### src/rtl/osd_flip_scheduler.sv
// Runs one OSD reprocessing pass: launch the flipping component, snapshot its list, stream MRI + candidates.
// Latency: flip_start 1 cycle after start; first beat 1 cycle after flip_done; done 1 cycle after last beat.
// Backpressure: beats hold registered and stable while cand_valid=1 and cand_ready=0; abort drops the pass.
module osd_flip_scheduler #(
  parameter int K       = 8,
  parameter int TOTAL   = K + K*(K-1)/2,
  parameter int TIMEOUT = 1024,
  parameter int IW      = $clog2(TOTAL+2)
) (
  input  logic               clk,
  input  logic               rst,
  input  logic               start,
  input  logic               abort,
  input  logic [K-1:0]       a1k_flat,
  output logic               flip_start,
  input  logic               flip_done,
  input  logic [TOTAL*K-1:0] candidates,
  input  logic [31:0]        candidate_count,
  output logic               cand_valid,
  input  logic               cand_ready,
  output logic [K-1:0]       cand_data,
  output logic [IW-1:0]      cand_idx,
  output logic               cand_last,
  output logic               busy,
  output logic               done,
  output logic               timeout_err
);

  localparam int WW = $clog2(TIMEOUT+1);

  typedef enum logic [2:0] {S_IDLE, S_LAUNCH, S_WAIT_GEN, S_STREAM, S_FINISH} state_t;

  state_t             state_q, state_d;
  logic [K-1:0]       mri_q, mri_d;
  logic [TOTAL*K-1:0] list_q, list_d;
  logic [IW-1:0]      num_q, num_d;
  logic [WW-1:0]      wd_q, wd_d;
  logic               flip_start_q, flip_start_d;
  logic               cand_valid_q, cand_valid_d;
  logic [K-1:0]       cand_data_q, cand_data_d;
  logic [IW-1:0]      cand_idx_q, cand_idx_d;
  logic               cand_last_q, cand_last_d;
  logic               done_q, done_d;
  logic               timeout_err_q, timeout_err_d;

  logic [IW-1:0]      num_sat;
  logic [IW-1:0]      idx_nxt;
  logic [K-1:0]       nxt_slice;

  // Saturated list length and the slice that follows the beat currently presented
  always_comb begin
    num_sat   = (candidate_count > 32'(TOTAL)) ? IW'(TOTAL) : candidate_count[IW-1:0];
    idx_nxt   = cand_idx_q + IW'(1);
    nxt_slice = '0;
    // Beat idx+1 carries list slice idx; guard the final index, which has no slice
    if (int'(cand_idx_q) < TOTAL) nxt_slice = list_q[int'(cand_idx_q)*K +: K];
  end

  // Next-state and registered-output computation
  always_comb begin
    state_d       = state_q;
    mri_d         = mri_q;
    list_d        = list_q;
    num_d         = num_q;
    wd_d          = wd_q;
    flip_start_d  = 1'b0;
    cand_valid_d  = cand_valid_q;
    cand_data_d   = cand_data_q;
    cand_idx_d    = cand_idx_q;
    cand_last_d   = cand_last_q;
    done_d        = 1'b0;
    timeout_err_d = timeout_err_q;

    case (state_q)
      S_IDLE: begin
        if (start) begin
          mri_d         = a1k_flat;
          timeout_err_d = 1'b0;
          flip_start_d  = 1'b1;
          state_d       = S_LAUNCH;
        end
      end
      S_LAUNCH: begin
        wd_d    = '0;
        state_d = S_WAIT_GEN;
      end
      S_WAIT_GEN: begin
        wd_d = wd_q + WW'(1);
        // flip_done is checked first so it wins over a same-cycle watchdog expiry
        if (flip_done) begin
          list_d       = candidates;
          num_d        = num_sat;
          cand_valid_d = 1'b1;
          cand_idx_d   = '0;
          cand_data_d  = mri_q;
          cand_last_d  = (num_sat == '0);
          state_d      = S_STREAM;
        end else if (wd_q == WW'(TIMEOUT-1)) begin
          timeout_err_d = 1'b1;
          state_d       = S_FINISH;
        end
      end
      S_STREAM: begin
        if (cand_ready) begin
          if (cand_last_q) begin
            cand_valid_d = 1'b0;
            cand_last_d  = 1'b0;
            done_d       = 1'b1;
            state_d      = S_FINISH;
          end else begin
            cand_idx_d  = idx_nxt;
            cand_data_d = nxt_slice;
            cand_last_d = (idx_nxt == num_q);
          end
        end
      end
      S_FINISH: begin
        state_d = S_IDLE;
      end
      default: state_d = S_IDLE;
    endcase

    // Abort overrides everything outside IDLE, including a last transfer; timeout_err is kept
    if (abort && (state_q != S_IDLE)) begin
      state_d      = S_IDLE;
      cand_valid_d = 1'b0;
      cand_last_d  = 1'b0;
      flip_start_d = 1'b0;
      done_d       = 1'b0;
    end
  end

  // State and output registers with synchronous reset
  always_ff @(posedge clk) begin
    if (rst) begin
      state_q       <= S_IDLE;
      mri_q         <= '0;
      list_q        <= '0;
      num_q         <= '0;
      wd_q          <= '0;
      flip_start_q  <= 1'b0;
      cand_valid_q  <= 1'b0;
      cand_data_q   <= '0;
      cand_idx_q    <= '0;
      cand_last_q   <= 1'b0;
      done_q        <= 1'b0;
      timeout_err_q <= 1'b0;
    end else begin
      state_q       <= state_d;
      mri_q         <= mri_d;
      list_q        <= list_d;
      num_q         <= num_d;
      wd_q          <= wd_d;
      flip_start_q  <= flip_start_d;
      cand_valid_q  <= cand_valid_d;
      cand_data_q   <= cand_data_d;
      cand_idx_q    <= cand_idx_d;
      cand_last_q   <= cand_last_d;
      done_q        <= done_d;
      timeout_err_q <= timeout_err_d;
    end
  end

  assign flip_start  = flip_start_q;
  assign cand_valid  = cand_valid_q;
  assign cand_data   = cand_data_q;
  assign cand_idx    = cand_idx_q;
  assign cand_last   = cand_last_q;
  assign busy        = (state_q != S_IDLE);
  assign done        = done_q;
  assign timeout_err = timeout_err_q;

endmodule

### config.mk
export PLATFORM = sky130hd
export DESIGN_NAME = osd_flip_scheduler
export DESIGN_NICKNAME = d
export VERILOG_FILES = /design/src/rtl/osd_flip_scheduler.sv
export SDC_FILE = /design/constraint.sdc
export NUM_CORES = 1
export LEC_CHECK = 0
export CAP_MARGIN = 10
export CELL_PAD_IN_SITES_DETAIL_PLACEMENT = 1
export CELL_PAD_IN_SITES_GLOBAL_PLACEMENT = 1
export CORE_ASPECT_RATIO = 0.5
export CORE_UTILIZATION = 36
export DETAILED_ROUTE_END_ITERATION = 16
export PLACE_DENSITY = 0.78
export SETUP_SLACK_MARGIN = 0.15
export SYNTH_ARGS = -nofsm -noshare
export SYNTH_HDL_FRONTEND = slang
export SYNTH_SLANG_ARGS = --single-unit
### constraint.sdc
create_clock -name clk -period 2.1 [get_ports clk]
set_input_delay 0.42 -clock clk [delete_from_list [all_inputs] [get_ports clk]]
set_output_delay 0.42 -clock clk [all_outputs]
set_load 0.02 [all_outputs]
==> results of run 1 <==
[cells by family (layout without fill, tap and decap cells)]
family | Yosys count | in the layout | share of synthesized area, %
AO/OA/AOI/OAI | 422 | 422 | 16.5
other | 0 | 8 | 0
buffers and inverters | 143 | 508 | 4.94
XOR/XNOR | 8 | 8 | 0.488
flip-flops | 335 | 335 | 46.7
multiplexers | 88 | 88 | 11.5
AND/OR/NAND/NOR | 709 | 709 | 19.7
adder cells (fa/ha/maj) | 2 | 2 | 0.174
[worst max-delay path, cell delays in order, from the launching register on]
cell	delay, ns
sky130_fd_sc_hd__dfxtp_4	0.38
sky130_fd_sc_hd__buf_12	0.14
sky130_fd_sc_hd__buf_12	0.12
sky130_fd_sc_hd__buf_16	0.13
sky130_fd_sc_hd__mux4_2	0.53
sky130_fd_sc_hd__and3_1	0.20
sky130_fd_sc_hd__o21ai_0	0.25
sky130_fd_sc_hd__a311oi_1	0.13
[cell type report]
| class | instances | share of cell area (%) |
|---|---|---|
| clock inverters | 19 | 1.45 |
| flip-flops and latches | 335 | 32.9 |
| clock buffers | 37 | 4.10 |
| diodes | 8 | 0.0980 |
| well taps | 530 | 3.25 |
| multi-input cells | 1229 | 34.8 |
| inverters | 5 | 0.0918 |
| repair buffers | 447 | 23.3 |
[power by group through the flow]
stage | clock [W] | combinational, W | sequential [W]
after CTS | 0.00643 | 0.00248 | 0.00696
after global routing | 0.00674 | 0.00270 | 0.00700
final | 0.00638 | 0.00251 | 0.00697
after global placement | 0 | 0.00241 | 0.00707
after detailed placement | 0 | 0.00245 | 0.00709
after floorplan | 0 | 0.00117 | 0.00703
[cells in the mapped netlist (6+ instances only)]
cell                        count  share of area [%]
sky130_fd_sc_hd__dfxtp_1      335                 47
sky130_fd_sc_hd__nor2_1        33               0.86
sky130_fd_sc_hd__nand3_1       11               0.38
sky130_fd_sc_hd__nor4_1         8               0.35
sky130_fd_sc_hd__clkbuf_1      80                2.1
sky130_fd_sc_hd__nand2_1      614                 16
sky130_fd_sc_hd__o22ai_1        7               0.30
sky130_fd_sc_hd__o21ai_0       14               0.49
sky130_fd_sc_hd__mux2i_1       29                2.0
sky130_fd_sc_hd__buf_2         37                1.3
sky130_fd_sc_hd__mux4_1         8                1.5
sky130_fd_sc_hd__buf_6          7               0.55
sky130_fd_sc_hd__a21oi_1      318                 11
sky130_fd_sc_hd__a22oi_1       19               0.99
sky130_fd_sc_hd__a221o_1        7               0.49
sky130_fd_sc_hd__a211oi_1      10               0.52
sky130_fd_sc_hd__o2bb2ai_1      6               0.37
sky130_fd_sc_hd__nor3_1         8               0.28
sky130_fd_sc_hd__mux4_2        51                8.0
sky130_fd_sc_hd__o221ai_1       6               0.37
sky130_fd_sc_hd__a31oi_1        9               0.39
[metrics by stage]
stage	cells	hold WS (ns)	area, um2
2_1_floorplan	1707	0.432	14400
4_1_cts	2600	0.222	20300
5_1_grt	2610	0.235	20400
3_3_place_gp	2521	0.439	18700
6_report	2610	0.242	20400
3_5_place_dp	2521	0.446	18700
[worst max path at each step]
stage               slack (ns)           startpoint      endpoint
CTS                       0.03          cand_idx[0]   cand_idx[0]
global placement         -0.03  candidate_count[29]      num_q[3]
finish                    0.08          cand_idx[0]  cand_data[7]
floorplan                 0.16          cand_idx[0]  cand_data[1]
global route              0.04          cand_idx[0]  cand_data[5]
detailed placement        -0.1  candidate_count[29]      num_q[4]
[sequential cells by signal, indices dropped and copies added (netlist names)]
register	flops
list_q	288
wd_q	11
cand_data	8
mri_q	8
cand_idx	6
num_q	6
state_q	3
cand_last	1
cand_valid	1
done	1
flip_start	1
timeout_err	1
[per-layer routing]
metal  share of wire, %  up-vias
met4                2.8        0
met3                4.7       82
li1                   -     6546
met1                 42     6875
met2                 50      299
met5                  0        -
[what timing repair did]
action / 4_1_cts / 5_1_grt
cloned: 5 / 0
pin swaps: 16 / 23
resized for setup: 55 / 39
hold endpoints to repair: 0 / 0
setup endpoints to repair: 27 / 16
setup buffers: 18 / 2
==> run summary, run 1 <==
Number of global-route vias before repair = 14,300
Flip-flop cell with the highest count after synthesis = sky130_fd_sc_hd__dfxtp_1
Sum of negative setup slack = 0 ns
Most common cell after layout, fill and taps aside = sky130_fd_sc_hd__nand2_1
Slew @ Worst Pin = 0.559 ns
Sequential element share of the synthesized area = 46.7%
FP Rows = 51
Hold path cells = 2
Synth warnings = 0
Met3 Resource Use GR = 5.03%
Critical Path Sink Type = register
Number of placed I/O pins = 354
Remaining max-slew budget at the tightest pin = 62.7%
Met1 track demand over resource in global routing = 31.8%
P_int = 0.0117 W
Worst EP arrival = 2.47 ns
Die width = 284 um
Area taken by flip-flops and latches = 0.00672 mm2
Leading cell types in the layout, fill and taps excluded = sky130_fd_sc_hd__nand2_1 (612), sky130_fd_sc_hd__clkdlybuf4s50_1 (332), sky130_fd_sc_hd__dfxtp_1 (330)
Via density per instance = 5.29
Startpoint of the worst hold path = rst
Max Slew Vio Count = 0
First-pass GRT wire length = 82,100 um
Layout area overhead = 42.3%
Worst min path class = input port to register
Reported leakage power = 6.90 nW
Final critical-path setup slack = 0.0755 ns
Maximum number of pins on one net before global-route repair = 112
Clock slew seen by the registers of the worst setup and hold paths = 0.07 ns
Clock latency at the later pin of the worst-skew pair = 0.58 ns
GRT Overall Usage = 26.0%
Clock skew = 0.00984 ns
Share of flip-flops with an asynchronous set or reset = 0%
RSZ-0062 raised after global routing = true
Time the worst path needs with I/O delays and setup = 2.02 ns
Netlist Area Pre-Place = 0.0144 mm2
Half-perimeter wire length of the detailed placement result = 38,100 um
Hold-fix buffer count after cts = 0
Fraction of the core area covered by cells at the end of the flow = 52.2%
Number of buffers inserted during clock tree synthesis = 30
Sequential share of power = 43.9%
Terminus of the critical flop-to-flop path = cand_data[7]
Fill cells = 4,506
Clock sink count = 335
Average detailed-routed wire length per instance = 21.0 um
Final-report hold violation count = 0
Switching fraction of total power = 26.4%
Comb pwr share = 15.8%
Clock power share = 40.2%
Critical path class = register to register
Status = finished, final reports clean
Met2 track demand over resource = 46.3%
End point of the most critical hold path = list_q[260]
Critical Path Source Type = register
Initial antenna violation count = 8
Max-Cap Viols = 0
Net Sw Power = 0.00419 W
H-tree depth = 1
Power density over the cells = 776 mW/mm2
Post-synthesis net count = 2,043
Count of input and output buffers = 353
Highest-utilization routing layer at the global route stage = met2
Multi-input logic area = 0.00711 mm2
Number of routed nets with antenna violations = 0
NumNets Final = 2,384
Largest voltage drop on the vdd net = 573 uV
Reg2reg start = cand_idx[0]
CTS tree = yes
Placer Congestion = 0.843
Area of the die = 0.0408 mm2
Fraction of final layout cells sized beyond drive strength 1 = 12.3%
Mean instance size in the synthesized netlist = 8.41 um2
Global route overflow = 0
Total vias in the final route = 13,800
Chip Height = 143 um
Aggregate routed wire length = 54,700 um
Achievable Freq = 0.494 GHz
Unique cell type count in the Yosys netlist = 60
Core area = 0.0391 mm2
Instance count of the mapped netlist = 1,707
Register-to-Register Setup Slack = 0.08 ns
DRC violations left = 0
Setup slack after placement = -0.0994 ns
Final critical-path share of the clock period = 96.4%
Data required, critical path = 2.55 ns
CTS max path bufs = 3
Register bit count reported by yosys = 335
Final setup vio count = 0
Reg2Reg Depth = 7
Clock Root Buffer = sky130_fd_sc_hd__clkbuf_16
First-pass DRT Iterations = 5
Detailed Route Iter0 Violations = 823
Post-synth EDFFs = 0
Post-route total power = 0.0159 W
Top fanout value on the critical path = 7
Starting density of the core = 36.7%
Note: power is estimated with default switching activity, not from simulation.
==> run 2, diff against run 1 <==
SKIP_CTS_REPAIR_TIMING = 1   (was unset)
==> run 2 against run 1 <==
Effect of this change:
- count of clock-buffer cells in the layout stayed put
- highest routed layer unchanged
- combinational power is essentially flat
- largest cell class unchanged
- critical endpoint is now cand_data[1]
- critical path depth unchanged
- final cell count grew 0.57%
==> run summary, run 2 (synthesis results as in run 1) <==
Worst min path class = input port to register
Placer Congestion = 0.843
Clock Root Buffer = sky130_fd_sc_hd__clkbuf_16
First-pass DRT Iterations = 5
Most common cell after layout, fill and taps aside = sky130_fd_sc_hd__nand2_1
Critical Path Sink Type = register
Post-route total power = 0.0159 W
GRT Overall Usage = 24.8%
Initial antenna violation count = 8
NumNets Final = 2,398
Clock sink count = 335
Slew @ Worst Pin = 0.732 ns
Global route overflow = 0
Largest voltage drop on the vdd net = 588 uV
Die width = 284 um
Clock skew = 0.0211 ns
Number of placed I/O pins = 354
Maximum number of pins on one net before global-route repair = 112
Achievable Freq = 0.484 GHz
FP Rows = 51
Max-Cap Viols = 0
Clock latency at the later pin of the worst-skew pair = 0.58 ns
Remaining max-slew budget at the tightest pin = 51.1%
Registers with the most flip-flops = list_q (288), wd_q (11)
Detailed Route Iter0 Violations = 878
Critical path class = register to register
First-pass GRT wire length = 78,500 um
Critical Path Source Type = register
Min Hold Slack = 0.246 ns
Core area = 0.0391 mm2
Data required, critical path = 2.53 ns
Number of buffers inserted during clock tree synthesis = 30
Clock slew seen by the registers of the worst setup and hold paths = 0.07 ns
Half-perimeter wire length of the detailed placement result = 38,100 um
Power density over the cells = 766 mW/mm2
Starting density of the core = 36.7%
Largest register FFs = 288
Final critical-path share of the clock period = 98.4%
Fraction of final layout cells sized beyond drive strength 1 = 13.1%
Count of input and output buffers = 353
Leading cell types in the layout, fill and taps excluded = sky130_fd_sc_hd__nand2_1 (613), sky130_fd_sc_hd__clkdlybuf4s50_1 (332), sky130_fd_sc_hd__dfxtp_1 (331)
RSZ-0062 raised after global routing = true
Register name with the most flops = list_q
Setup slack after placement = -0.0994 ns
Sum of negative setup slack = 0 ns
Worst EP arrival = 2.50 ns
Aggregate routed wire length = 55,700 um
Status = finished, final reports clean
Area of the die = 0.0408 mm2
CTS max path bufs = 3
Average detailed-routed wire length per instance = 21.2 um
Number of global-route vias before repair = 13,900
Max Slew Vio Count = 0
DRC violations left = 0
Top fanout value on the critical path = 8
Number of routed nets with antenna violations = 0
Final-report hold violation count = 0
H-tree depth = 1
Final setup vio count = 0
Layout area overhead = 44.4%
CTS tree = yes
Time the worst path needs with I/O delays and setup = 2.07 ns
Chip Height = 143 um
Reported leakage power = 7.22 nW
Via density per instance = 5.30
Total vias in the final route = 13,900
Final critical-path setup slack = 0.0336 ns
Fraction of the core area covered by cells at the end of the flow = 53.0%
-- run 2: cell count changes in the layout (fill, tap and decap cells not counted), moves of 4 or more --
cell / delta
sky130_fd_sc_hd__dlymetal6s2s_1: +16
sky130_fd_sc_hd__dlygate4sd2_1: -13
sky130_fd_sc_hd__buf_6: +9
sky130_fd_sc_hd__mux2i_1: -8
sky130_fd_sc_hd__buf_4: +6
sky130_fd_sc_hd__clkbuf_16: +6
sky130_fd_sc_hd__o21ai_0: -5
sky130_fd_sc_hd__buf_16: -4
sky130_fd_sc_hd__mux2i_2: +4
sky130_fd_sc_hd__mux2i_4: +4
sky130_fd_sc_hd__o21ai_1: +4
-- run 2: report_power, final --
| part | switching, W | internal (W) | total, W | leakage (nW) |
|---|---|---|---|---|
| Sequential | 0.000255 | 0.00672 | 0.00698 | 2.71 |
| Combinational | 0.00130 | 0.00123 | 0.00253 | 3.96 |
| Clock | 0.00265 | 0.00372 | 0.00637 | 0.551 |
-- run 2: worst max-delay path, cell delays in order (launching register included) --
cell	delay, ns
sky130_fd_sc_hd__dfxtp_4	0.44
sky130_fd_sc_hd__buf_6	0.13
sky130_fd_sc_hd__buf_6	0.09
sky130_fd_sc_hd__clkbuf_16	0.16
sky130_fd_sc_hd__mux4_2	0.57
sky130_fd_sc_hd__a221o_1	0.34
sky130_fd_sc_hd__o21ai_1	0.11
sky130_fd_sc_hd__o2bb2ai_1	0.09
-- run 2: final timing paths --
| path | startpoint | to | slack (ns) | cells past startpoint |
|---|---|---|---|---|
| setup / recovery | cand_idx[0] | cand_data[1] | 0.03 | 7 |
| setup reg to reg | cand_idx[0] | cand_data[1] | 0.03 | 7 |
| hold reg to reg | list_q[139] | list_q[139] | 0.45 | 2 |
| hold / removal | rst | num_q[3] | 0.25 | 2 |
-- run 2: layout make-up --
type | instances | area, um2
multi-input cells | 1229 | 7240
clock inverters | 19 | 297
inverters | 5 | 18.8
flip-flops and latches | 335 | 6720
repair buffers | 461 | 4940
well taps | 530 | 663
clock buffers | 37 | 838
diodes | 9 | 22.5
fillers | 4457 | 18400
-- run 2: metal layers --
| metal | vias to the layer above | GRT usage (%) | share of wire, % |
|---|---|---|---|
| met2 | 301 | 44.4 | 51 |
| met1 | 6949 | 30.2 | 42 |
| met5 | - | 0 | 0 |
| met4 | 0 | 7.72 | 2.4 |
| li1 | 6579 | - | - |
| met3 | 83 | 4.66 | 4.9 |
-- run 2: stage by stage --
stage,std cells,area (um2)
finish,2625,20700
global route,2624,20700
CTS,2577,19900
detailed placement,2521,18700
global placement,2521,18700
floorplan,1707,14400
==> run 3, diff against run 2 <==
CTS_CLUSTER_DIAMETER = 60   (was unset)
==> results of run 3 <==
Same layout as run 2: the final DEF is identical, and so are final timing and power.
